## src/rtl/fetch_pkg.sv

```systemverilog
// Shared widths, reset PC and queue entry type for the instruction fetch stage.
package fetch_pkg;

   localparam int XLEN = 32;
   localparam int ILEN = 32;
   localparam logic [XLEN-1:0] PC_STEP          = 32'd4;
   localparam logic [XLEN-1:0] DEFAULT_RESET_PC = 32'h0000_0000;

   typedef struct packed {
      logic [ILEN-1:0] instr;
      logic [XLEN-1:0] pc;
   } fetch_entry_t;

endpackage

```

## src/rtl/fetch_unit_if.sv

```systemverilog
// Fetch stage bus bundle: imem request/response, execute redirect and decoder handshake.
interface fetch_unit_if;
   import fetch_pkg::*;

   logic            imem_req_valid;
   logic            imem_req_ready;
   logic [XLEN-1:0] imem_addr;
   logic            imem_rsp_valid;
   logic [ILEN-1:0] imem_rsp_data;
   logic            redirect_valid;
   logic [XLEN-1:0] redirect_pc;
   logic            instr_valid;
   logic            instr_ready;
   logic [ILEN-1:0] instr;
   logic [XLEN-1:0] instr_pc;
   logic            fetch_err;

   modport master (
      output imem_req_valid, imem_addr, instr_valid, instr, instr_pc, fetch_err,
      input  imem_req_ready, imem_rsp_valid, imem_rsp_data,
      input  redirect_valid, redirect_pc, instr_ready
   );

   modport slave (
      input  imem_req_valid, imem_addr, instr_valid, instr, instr_pc, fetch_err,
      output imem_req_ready, imem_rsp_valid, imem_rsp_data,
      output redirect_valid, redirect_pc, instr_ready
   );

endinterface

```

## src/rtl/fetch_fifo.sv

```systemverilog
// Small synchronous FIFO of fetch entries with fall-through head, flush and occupancy count.
module fetch_fifo
   import fetch_pkg::*;
#(
   parameter int DEPTH = 2
) (
   input  logic                       clk,
   input  logic                       rst,
   input  logic                       push,
   input  fetch_entry_t               push_data,
   input  logic                       pop,
   input  logic                       flush,
   output fetch_entry_t               head,
   output logic [$clog2(DEPTH+1)-1:0] count,
   output logic                       full,
   output logic                       empty
);

   localparam int PTR_W = (DEPTH > 1) ? $clog2(DEPTH) : 1;
   localparam int CNT_W = $clog2(DEPTH + 1);

   fetch_entry_t      mem_q [DEPTH];
   logic [PTR_W-1:0]  rd_ptr_q, rd_ptr_d;
   logic [PTR_W-1:0]  wr_ptr_q, wr_ptr_d;
   logic [CNT_W-1:0]  count_q, count_d;
   logic              do_push, do_pop;

   function automatic logic [PTR_W-1:0] ptr_inc(input logic [PTR_W-1:0] p);
      return (p == PTR_W'(DEPTH - 1)) ? '0 : p + 1'b1;
   endfunction

   assign count = count_q;
   assign full  = (count_q == CNT_W'(DEPTH));
   assign empty = (count_q == '0);
   assign head  = mem_q[rd_ptr_q];

   always_comb begin
      do_pop   = pop && !empty;
      // A pop frees the slot the same cycle, so a push into a full FIFO is fine then.
      do_push  = push && (!full || do_pop);
      rd_ptr_d = do_pop  ? ptr_inc(rd_ptr_q) : rd_ptr_q;
      wr_ptr_d = do_push ? ptr_inc(wr_ptr_q) : wr_ptr_q;
      count_d  = count_q + CNT_W'(do_push) - CNT_W'(do_pop);
      if (flush) begin
         rd_ptr_d = '0;
         wr_ptr_d = '0;
         count_d  = '0;
      end
   end

   always_ff @(posedge clk) begin
      if (rst) begin
         rd_ptr_q <= '0;
         wr_ptr_q <= '0;
         count_q  <= '0;
      end else begin
         rd_ptr_q <= rd_ptr_d;
         wr_ptr_q <= wr_ptr_d;
         count_q  <= count_d;
      end
   end

   always_ff @(posedge clk) begin
      if (do_push && !flush) begin
         mem_q[wr_ptr_q] <= push_data;
      end
   end

endmodule

```

## src/rtl/fetch_unit.sv

```systemverilog
// Instruction fetch stage: PC, credit-limited imem requests, in-order instruction queue, redirect flush.
// Define FETCH_MISALIGN_CHECK_EN to flag misaligned redirect targets via the sticky fetch_err.
module fetch_unit
   import fetch_pkg::*;
#(
   parameter int              DEPTH    = 2,
   parameter logic [XLEN-1:0] RESET_PC = DEFAULT_RESET_PC
) (
   input  logic         clk,
   input  logic         rst,
   fetch_unit_if.master bus
);

   localparam int CNT_W = $clog2(DEPTH + 1);

   logic [XLEN-1:0]  pc_q, pc_d;
   logic [CNT_W-1:0] outstanding_q, outstanding_d;
   logic [CNT_W-1:0] discard_q, discard_d;
   logic             fetch_err_q, fetch_err_d;

   logic             req_valid, req_fire, rsp_keep, instr_pop;
   fetch_entry_t     q_head, q_push_data, pcf_head, pcf_push_data;
   logic [CNT_W-1:0] q_count, pcf_count;
   logic             q_full, q_empty, pcf_full, pcf_empty;
   logic             unused_fifo_bits;

   always_comb begin
      // Buffered plus in-flight words never exceed DEPTH, so the queue cannot overflow.
      req_valid = !rst && !bus.redirect_valid && !fetch_err_q &&
                  ((32'(outstanding_q) + 32'(q_count)) < 32'(DEPTH));
      req_fire  = req_valid && bus.imem_req_ready;
      rsp_keep  = bus.imem_rsp_valid && (discard_q == '0) && !bus.redirect_valid;
      instr_pop = !q_empty && bus.instr_ready && !bus.redirect_valid;

      pcf_push_data = '{instr: '0, pc: pc_q};
      q_push_data   = '{instr: bus.imem_rsp_data, pc: pcf_head.pc};

      pc_d          = pc_q;
      outstanding_d = outstanding_q + CNT_W'(req_fire) - CNT_W'(bus.imem_rsp_valid);
      discard_d     = discard_q;
      fetch_err_d   = fetch_err_q;

      if (bus.redirect_valid) begin
         discard_d = outstanding_q - CNT_W'(bus.imem_rsp_valid);
`ifdef FETCH_MISALIGN_CHECK_EN
         pc_d        = bus.redirect_pc;
         fetch_err_d = fetch_err_q | (bus.redirect_pc[1:0] != 2'b00);
`else
         pc_d        = {bus.redirect_pc[XLEN-1:2], 2'b00};
`endif
      end else begin
         if (req_fire) begin
            pc_d = pc_q + PC_STEP;
         end
         if (bus.imem_rsp_valid && (discard_q != '0)) begin
            discard_d = discard_q - 1'b1;
         end
      end
   end

   always_ff @(posedge clk) begin
      if (rst) begin
         pc_q          <= RESET_PC;
         outstanding_q <= '0;
         discard_q     <= '0;
         fetch_err_q   <= 1'b0;
      end else begin
         pc_q          <= pc_d;
         outstanding_q <= outstanding_d;
         discard_q     <= discard_d;
         fetch_err_q   <= fetch_err_d;
      end
   end

   fetch_fifo #(.DEPTH(DEPTH)) u_pc_fifo (
      .clk       (clk),
      .rst       (rst),
      .push      (req_fire),
      .push_data (pcf_push_data),
      .pop       (rsp_keep),
      .flush     (bus.redirect_valid),
      .head      (pcf_head),
      .count     (pcf_count),
      .full      (pcf_full),
      .empty     (pcf_empty)
   );

   fetch_fifo #(.DEPTH(DEPTH)) u_instr_q (
      .clk       (clk),
      .rst       (rst),
      .push      (rsp_keep),
      .push_data (q_push_data),
      .pop       (instr_pop),
      .flush     (bus.redirect_valid),
      .head      (q_head),
      .count     (q_count),
      .full      (q_full),
      .empty     (q_empty)
   );

   assign unused_fifo_bits = ^{pcf_head.instr, pcf_count, pcf_full, pcf_empty, q_full};

   assign bus.imem_req_valid = req_valid;
   assign bus.imem_addr      = pc_q;
   assign bus.instr_valid    = !q_empty;
   assign bus.instr          = q_empty ? '0 : q_head.instr;
   assign bus.instr_pc       = q_empty ? '0 : q_head.pc;
   assign bus.fetch_err      = fetch_err_q;

endmodule
```

## src/flat_wrapper.sv

```systemverilog
// flat-port wrapper written by rule: the top's interface ports become plain ports
module fetch_unit_flat import fetch_pkg::*;
#(
   parameter int              DEPTH    = 2,
   parameter logic [XLEN-1:0] RESET_PC = DEFAULT_RESET_PC
)
  (clk, rst, bus_imem_req_valid, bus_imem_addr, bus_instr_valid, bus_instr, bus_instr_pc, bus_fetch_err, bus_imem_req_ready, bus_imem_rsp_valid, bus_imem_rsp_data, bus_redirect_valid, bus_redirect_pc, bus_instr_ready);
  fetch_unit_if bus_i ();
  input  logic clk;
  input  logic rst;
  output wire logic [$bits(bus_i.imem_req_valid)-1:0] bus_imem_req_valid;
  output wire logic [$bits(bus_i.imem_addr)-1:0] bus_imem_addr;
  output wire logic [$bits(bus_i.instr_valid)-1:0] bus_instr_valid;
  output wire logic [$bits(bus_i.instr)-1:0] bus_instr;
  output wire logic [$bits(bus_i.instr_pc)-1:0] bus_instr_pc;
  output wire logic [$bits(bus_i.fetch_err)-1:0] bus_fetch_err;
  input wire logic [$bits(bus_i.imem_req_ready)-1:0] bus_imem_req_ready;
  input wire logic [$bits(bus_i.imem_rsp_valid)-1:0] bus_imem_rsp_valid;
  input wire logic [$bits(bus_i.imem_rsp_data)-1:0] bus_imem_rsp_data;
  input wire logic [$bits(bus_i.redirect_valid)-1:0] bus_redirect_valid;
  input wire logic [$bits(bus_i.redirect_pc)-1:0] bus_redirect_pc;
  input wire logic [$bits(bus_i.instr_ready)-1:0] bus_instr_ready;
  assign bus_imem_req_valid = bus_i.imem_req_valid;
  assign bus_imem_addr = bus_i.imem_addr;
  assign bus_instr_valid = bus_i.instr_valid;
  assign bus_instr = bus_i.instr;
  assign bus_instr_pc = bus_i.instr_pc;
  assign bus_fetch_err = bus_i.fetch_err;
  assign bus_i.imem_req_ready = bus_imem_req_ready;
  assign bus_i.imem_rsp_valid = bus_imem_rsp_valid;
  assign bus_i.imem_rsp_data = bus_imem_rsp_data;
  assign bus_i.redirect_valid = bus_redirect_valid;
  assign bus_i.redirect_pc = bus_redirect_pc;
  assign bus_i.instr_ready = bus_instr_ready;
  fetch_unit #(.DEPTH(DEPTH), .RESET_PC(RESET_PC)) u_core (.clk(clk), .rst(rst), .bus(bus_i));
endmodule
```

## config.mk

```make
export PLATFORM = sky130hd
export DESIGN_NAME = fetch_unit_flat
export DESIGN_NICKNAME = d
export VERILOG_FILES = /design/src/rtl/fetch_pkg.sv /design/src/rtl/fetch_unit_if.sv /design/src/rtl/fetch_fifo.sv /design/src/rtl/fetch_unit.sv /design/src/flat_wrapper.sv
export SDC_FILE = /design/constraint.sdc
export NUM_CORES = 1
export LEC_CHECK = 0
export BUFFER_PORTS_ARGS = -buffer_cell sky130_fd_sc_hd__buf_2
export CORE_MARGIN = 2
export CORE_UTILIZATION = 35
export DETAILED_ROUTE_END_ITERATION = 10
export HOLD_SLACK_MARGIN = 0.06
export SLEW_MARGIN = 15
export SYNTH_ARGS = -nofsm -noshare
export SYNTH_HDL_FRONTEND = slang
export SYNTH_SLANG_ARGS = --single-unit
```

## constraint.sdc

```tcl
create_clock -name clk -period 4.5 [get_ports clk]
set_input_delay 0 -clock clk [delete_from_list [all_inputs] [get_ports clk]]
set_output_delay 0 -clock clk [all_outputs]
set_load 0.01 [all_outputs]
```

; Yosys cells after proc, flatten, opt, wreduce, memory -nomap -nowiden
; Memory sizes are Yosys's and may differ from the RTL's. A register that Yosys moved wholly into a read port is not among the register bits.
; Index checks and enable logic that the tools add are counted.
[word_totals]
rom_bits = 0
latch_bits = 0
output_inout_bits = 99
ramBits = 192
wordCells = 76
register_bits = 44
memories = 2
[classes]
addsub = 14
reduce_logical = 29
div_mod_pow = 0
shift = 0
multipliers = 0
order_cmp = 1
bitwise = 0
eq_ne = 2
muxes = 18
[mem_list]
columns = memory, depth, word_bits, rd, rd_ports_with_merged_regs, wr, line_no
row1 = u_core.u_instr_q.mem_q, 2, 64, 1, 1, 1, fetch_fifo.sv:22  ; fetch_entry_t mem_q [DEPTH];
row2 = u_core.u_pc_fifo.mem_q, 2, 32, 1, 1, 1, fetch_fifo.sv:22
[op_table]
columns = cell, count
row1 = $mux W32, 4
row2 = $add A32 B3 Y32 const B, 1
row3 = $lt A32 B2 Y1 const B, 1
row4 = $logic_and A1 B1 Y1, 14
row5 = $mux W1, 12
row6 = $sub A2 B1 Y2, 4
row7 = $add A2 B1 Y2, 3
row8 = $logic_not A1 Y1, 6
row9 = $logic_not A2 Y1, 3
row10 = $reduce_bool A2 Y1, 3
row11 = $add A1 B1 Y1 const B, 4
row12 = $eq A2 B2 Y1 const B, 2
row13 = $mux W2, 2
row14 = $add A2 B2 Y3, 1
row15 = $logic_or A1 B1 Y1, 2
row16 = $reduce_or A2 Y1, 1
row17 = $sub A2 B1 Y2 const B, 1

; Depth between registers and ports, before layout
[depth]
depth_word = 10
mapped_depth = 10
ltp_nobuf = 10

; Cells and area by module
; Synthesis repeated with hierarchy kept, for this count alone.
[unflattened]
hier_cells = 801
hier_area_um2 = 12310.6
[modules_own_cells]
columns = module, cells_each, area_per_inst_um2, instances
row1 = fetch_fifo, 229, 4849.7, 2
row2 = fetch_unit, 343, 2611.3, 1

; Worst setup path after synthesis
; OpenSTA, ideal clock, no wires.
[synth_timing]
path_kind = register -> register
from = register u_core.discard_q[0]
to = memory u_core.u_instr_q.mem_q[0][10] in the netlist's numbering, enable pin
arrival_ns = 3.637
path_slack_ns = 0.373
required_time_ns = 4.010
path_buffers = 0
path_stages_with_launch = 6
synth_period_minus_slack_ns = 4.127
path_cell_list = dfxtp_1 inv_1 ha_1 and2_1 o211a_1 nor2b_1
[synth_via]
elab_chain_cells = 7
[synth_lines]
columns = element, line_no
row1 = start: declaration, fetch_unit.sv:18  ; logic [CNT_W-1:0] discard_q, discard_d;
row2 = start signal: assignment, fetch_unit.sv:70  ; discard_q <= discard_d;
row3 = $logic_not A2 Y1, fetch_unit.sv:32  ; rsp_keep = bus.imem_rsp_valid && (discard_q == '0) && !bus.redirect_valid;
row4 = $logic_and A1 B1 Y1 (2 in series), fetch_unit.sv:32
row5 = $logic_and A1 B1 Y1, fetch_fifo.sv:40  ; do_push = push && (!full || do_pop);
row6 = $logic_and A1 B1 Y1, fetch_fifo.sv:64  ; if (do_push && !flush) begin
row7 = $mux W1, fetch_fifo.sv:64
row8 = $mux W1 (not written as such), fetch_fifo.sv:65  ; mem_q[wr_ptr_q] <= push_data;
row9 = end: declaration, fetch_fifo.sv:22
; Every way passes these cells.

; Worst setup path after layout
[layout_timing]
from = register u_core.u_instr_q.count_q[0] (netlist: u_core.u_instr_q.count[0])
to = register u_core.pc_q[11] (netlist: u_core.bus.imem_addr[11])
[layout_via]
elab_chain_cells = 5
[layout_lines]
columns = element, line_no
row1 = start: declaration, fetch_fifo.sv:25  ; logic [CNT_W-1:0] count_q, count_d;
row2 = start signal: assignment, fetch_fifo.sv:59  ; count_q <= count_d;
row3 = $add A2 B2 Y3, fetch_unit.sv:30  ; ((32'(outstanding_q) + 32'(q_count)) < 32'(DEPTH));
row4 = $lt A32 B2 Y1, fetch_unit.sv:30
row5 = $logic_and A1 B1 Y1, fetch_unit.sv:29  ; req_valid = !rst && !bus.redirect_valid && !fetch_err_q &&
row6 = $logic_and A1 B1 Y1, fetch_unit.sv:31  ; req_fire = req_valid && bus.imem_req_ready;
row7 = $reduce_bool A2 Y1 (no source line), -
row8 = end signal: assignment, fetch_unit.sv:68  ; pc_q <= pc_d;
row9 = end: declaration, fetch_unit.sv:16  ; logic [XLEN-1:0] pc_q, pc_d;
; Every way passes these cells.
; A chain may end at the register's enable or synchronous reset.

==> out/qor.yml <==
outcome:
  status: "complete, no violations"
sta:
  max_slew_margin_pct: 32.6
  rsz0062_at_grt: "no"
  fmax_mhz: 302
  setup_viol_count_final: 0
  worst_pin_slew_ns: 1.00
  final.setup.tns_ns: 0
  report.final.slew_viol_count: 0
  timing.final.crit_period_ns: 3.32
  fin_skew_ns: 0.0164
  finalCritPeriodShare_pct: 73.7
  setup_ws_ns: 1.18
  hold_viol: 0
grt:
  use_met1_pct: 20.3
  grt_busiest_layer: "met2"
  grt_use_met3_pct: 3.15
  grt_start_max_net_pins: 63
  gr-usage-all-layers_pct: 15.6
  grt_pass1_wl_mm: 34.2
  antenna_found_initial: 0
  grt_pass1_vias: 6134
  met2_usage_pct: 26.8
  grt_overflow: 0
placed_design:
  io_buffers: 161
  dp_slack_ns: 1.21
  dp_hpwl_mm: 14.2
  gp_congestion: 0.795
  dp_cells: 1157
setup_path:
  critPathCaptureType: "flip-flop"
  cp_data_arrival_time_ns: 3.77
  crit_fanout: 11
  worstPathRequired_ns: 4.96
  crit_type: "reg -> reg"
  start_kind: "flip-flop"
cts:
  cts_hold_buf: 75
  cts_tree: "done"
  cts_buffers: 25
  clkSinkCount: 228
  cts_setup_buffers: 0
  insertion_delay_ns: 0.51
  clock_path_buffers: 3
  path_clk_slew_ns: 0.06
  cts-root-buf: "clkbuf_16"
  ctsResizeCount: 0
  htree_levels: 1
power_and_ir_drop:
  power.leakage_nw: 4.32
  power_density_nw_per_um2: 381
  p_total_mw: 4.59
  ir_drop_mv: 0.232
floorplanning:
  die_w_um: 168
  die_h_um: 168
  io_pins: 169
  fp.coreArea_sq_um: 26700
  row_count: 60
  initial_utilization_pct: 35.3
  die-area_sq_um: 28200
route:
  wirelength_mm: 22.4
  vias_per_cell: 4.93
  wl_per_cell_um: 17.6
  antenna_left: 0
  drt_first_pass_iters: 5
  drt_iter0_drc: 455
  drc_errors: 0
  vias: 6280
yosys:
  synth.distinct_cells: 50
  yosys_warnings: 0
  seq_area_frac_synth_pct: 68.1
  synth.area.top_cells: "edfxtp_1 (59%), dfxtp_1 (9.4%), mux2i_1 (6.7%), nor2_1 (3.9%), mux2_2 (3.6%)"
  synth_top_area_share_pct: 58.7
  netlist_area_sq_um: 9410
  ys_seq_elements: 228
  synth_top_cell_by_area: "edfxtp_1"
  syn_avg_cell_area_sq_um: 13.8
  synthCells: 683
  synth_flop_cell: "edfxtp_1"
  ys_async_sr_fraction_pct: 0
  synth-edff-count: 184
layout:
  layout_commonest_cell: "edfxtp_1"
  area_growth_pct: 28.1
  final_cell_mix: "edfxtp_1 (184), buf_2 (161), nor2_1 (95)"
  stdcell_count: 1273
  drive_above_1_share_pct: 25.9
  post-route-util_pct: 45.2
  nFillCells: 2437
  nets: 996
  antenna_cells: 0
hold_path:
  hp-class: "in -> reg"
flow_run:
  maxCapViolations: 0
per-stage QoR:
| stage | hold WS (ns) | instance area [sq um] |
|---|---|---|
| after floorplan | 0.0989 | 9420 |
| after global placement | 0.188 | 10600 |
| after detailed placement | 0.192 | 10600 |
| after CTS | 0.156 | 12000 |
| after global routing | 0.207 | 12000 |
| final | 0.203 | 12000 |
routing by layer:
layer  wire (um)  vias to the layer above
met2       10700                      230
met1        9920                     2995
met4         336                        0
li1            -                     3030
met3        1430                       25
met5           0                        -
state kept, by name, summed over array words and instances, names as in the netlist, named ones only:
register / count
u_core.outstanding_q: 2
u_core.discard_q: 2
u_core.u_instr_q.wr_ptr_q: 1
u_core.u_instr_q.count: 2
u_core.u_instr_q.rd_ptr_q: 1
u_core.u_pc_fifo.count: 2
u_core.u_instr_q.mem_q: 124
u_core.u_pc_fifo.rd_ptr_q: 1
u_core.u_pc_fifo.mem_q: 60
u_core.bus.imem_addr: 30
u_core.u_pc_fifo.wr_ptr_q: 1
path summary, 6_finish.rpt:
check                                    startpoint                                    end  slack, ns  cells after the start
max            u_core.u_instr_q.count[0]$_SDFF_PP0_  u_core.bus.imem_addr[11]$_SDFFE_PP0P_       1.18                      8
min                              bus_imem_req_ready   u_core.bus.imem_addr[6]$_SDFFE_PP0P_       0.20                      4
min reg2reg  u_core.u_instr_q.rd_ptr_q$_SDFFE_PP0P_                              flip-flop       0.51                      2
max reg2reg    u_core.u_instr_q.count[0]$_SDFF_PP0_  u_core.bus.imem_addr[11]$_SDFFE_PP0P_       1.18                      8
logic make-up (layout without fill, tap and decap cells):
kind of cell / count (synthesis) / after routing / share of synthesized area [%]
fa+ha+maj: 8 / 8 / 1.14
other cells: 1 / 5 / 0.0399
compound gates: 66 / 66 / 5.07
flops: 228 / 228 / 68.1
simple gates: 216 / 216 / 11.2
mux: 93 / 93 / 10.3
xor+xnor: 20 / 20 / 1.86
buf+inv: 51 / 296 / 2.25
synth_stat cells, types with 4 or more instances:
master and n:
inv_1 12, buf_1 7, a311oi_1 8, a21oi_1 5, dfxtp_1 44, buf_4 5
xnor2_1 15, nand2_1 29, and2_1 12, a31oi_1 10, nor4_1 9, a211oi_1 11
nand3_1 10, ha_1 7, edfxtp_1 184, nand4_1 11, clkbuf_1 26, o221ai_1 4
o21ai_0 9, xor2_1 5, or4_1 11, nor3_1 10, nor2_1 98, mux2_2 30
nand2b_1 4, o31ai_1 8, mux2i_1 63
where the power goes:
group          switching [mW]  internal (mW)
clock network           0.758           1.03
logic                   0.206          0.168
registers              0.0628           2.36
final cells by class:
| class | instances | area [sq um] | area share (%) |
|---|---|---|---|
| Timing Repair Buffer | 243 | 1620 | 13.5 |
| Multi-Input combinational cell | 408 | 2830 | 23.5 |
| Sequential cell | 228 | 6410 | 53.2 |
| Tap cell | 341 | 427 | 3.54 |
| Clock inverter | 6 | 36.3 | 0.301 |
| Inverter | 12 | 45.0 | 0.374 |
| Clock buffer | 35 | 673 | 5.59 |
worst max-delay path, stage by stage, from the launching register on:
cell           delay (ns)
dfxtp_1              0.43
and2_1               0.18
fa_1                 0.46
nor3b_1              0.70
nand2_1              0.24
inv_1                0.38
o21ai_0              0.16
a31oi_1              0.14
dlygate4sd3_1        0.56
Power figures use the tool's default switching activity.
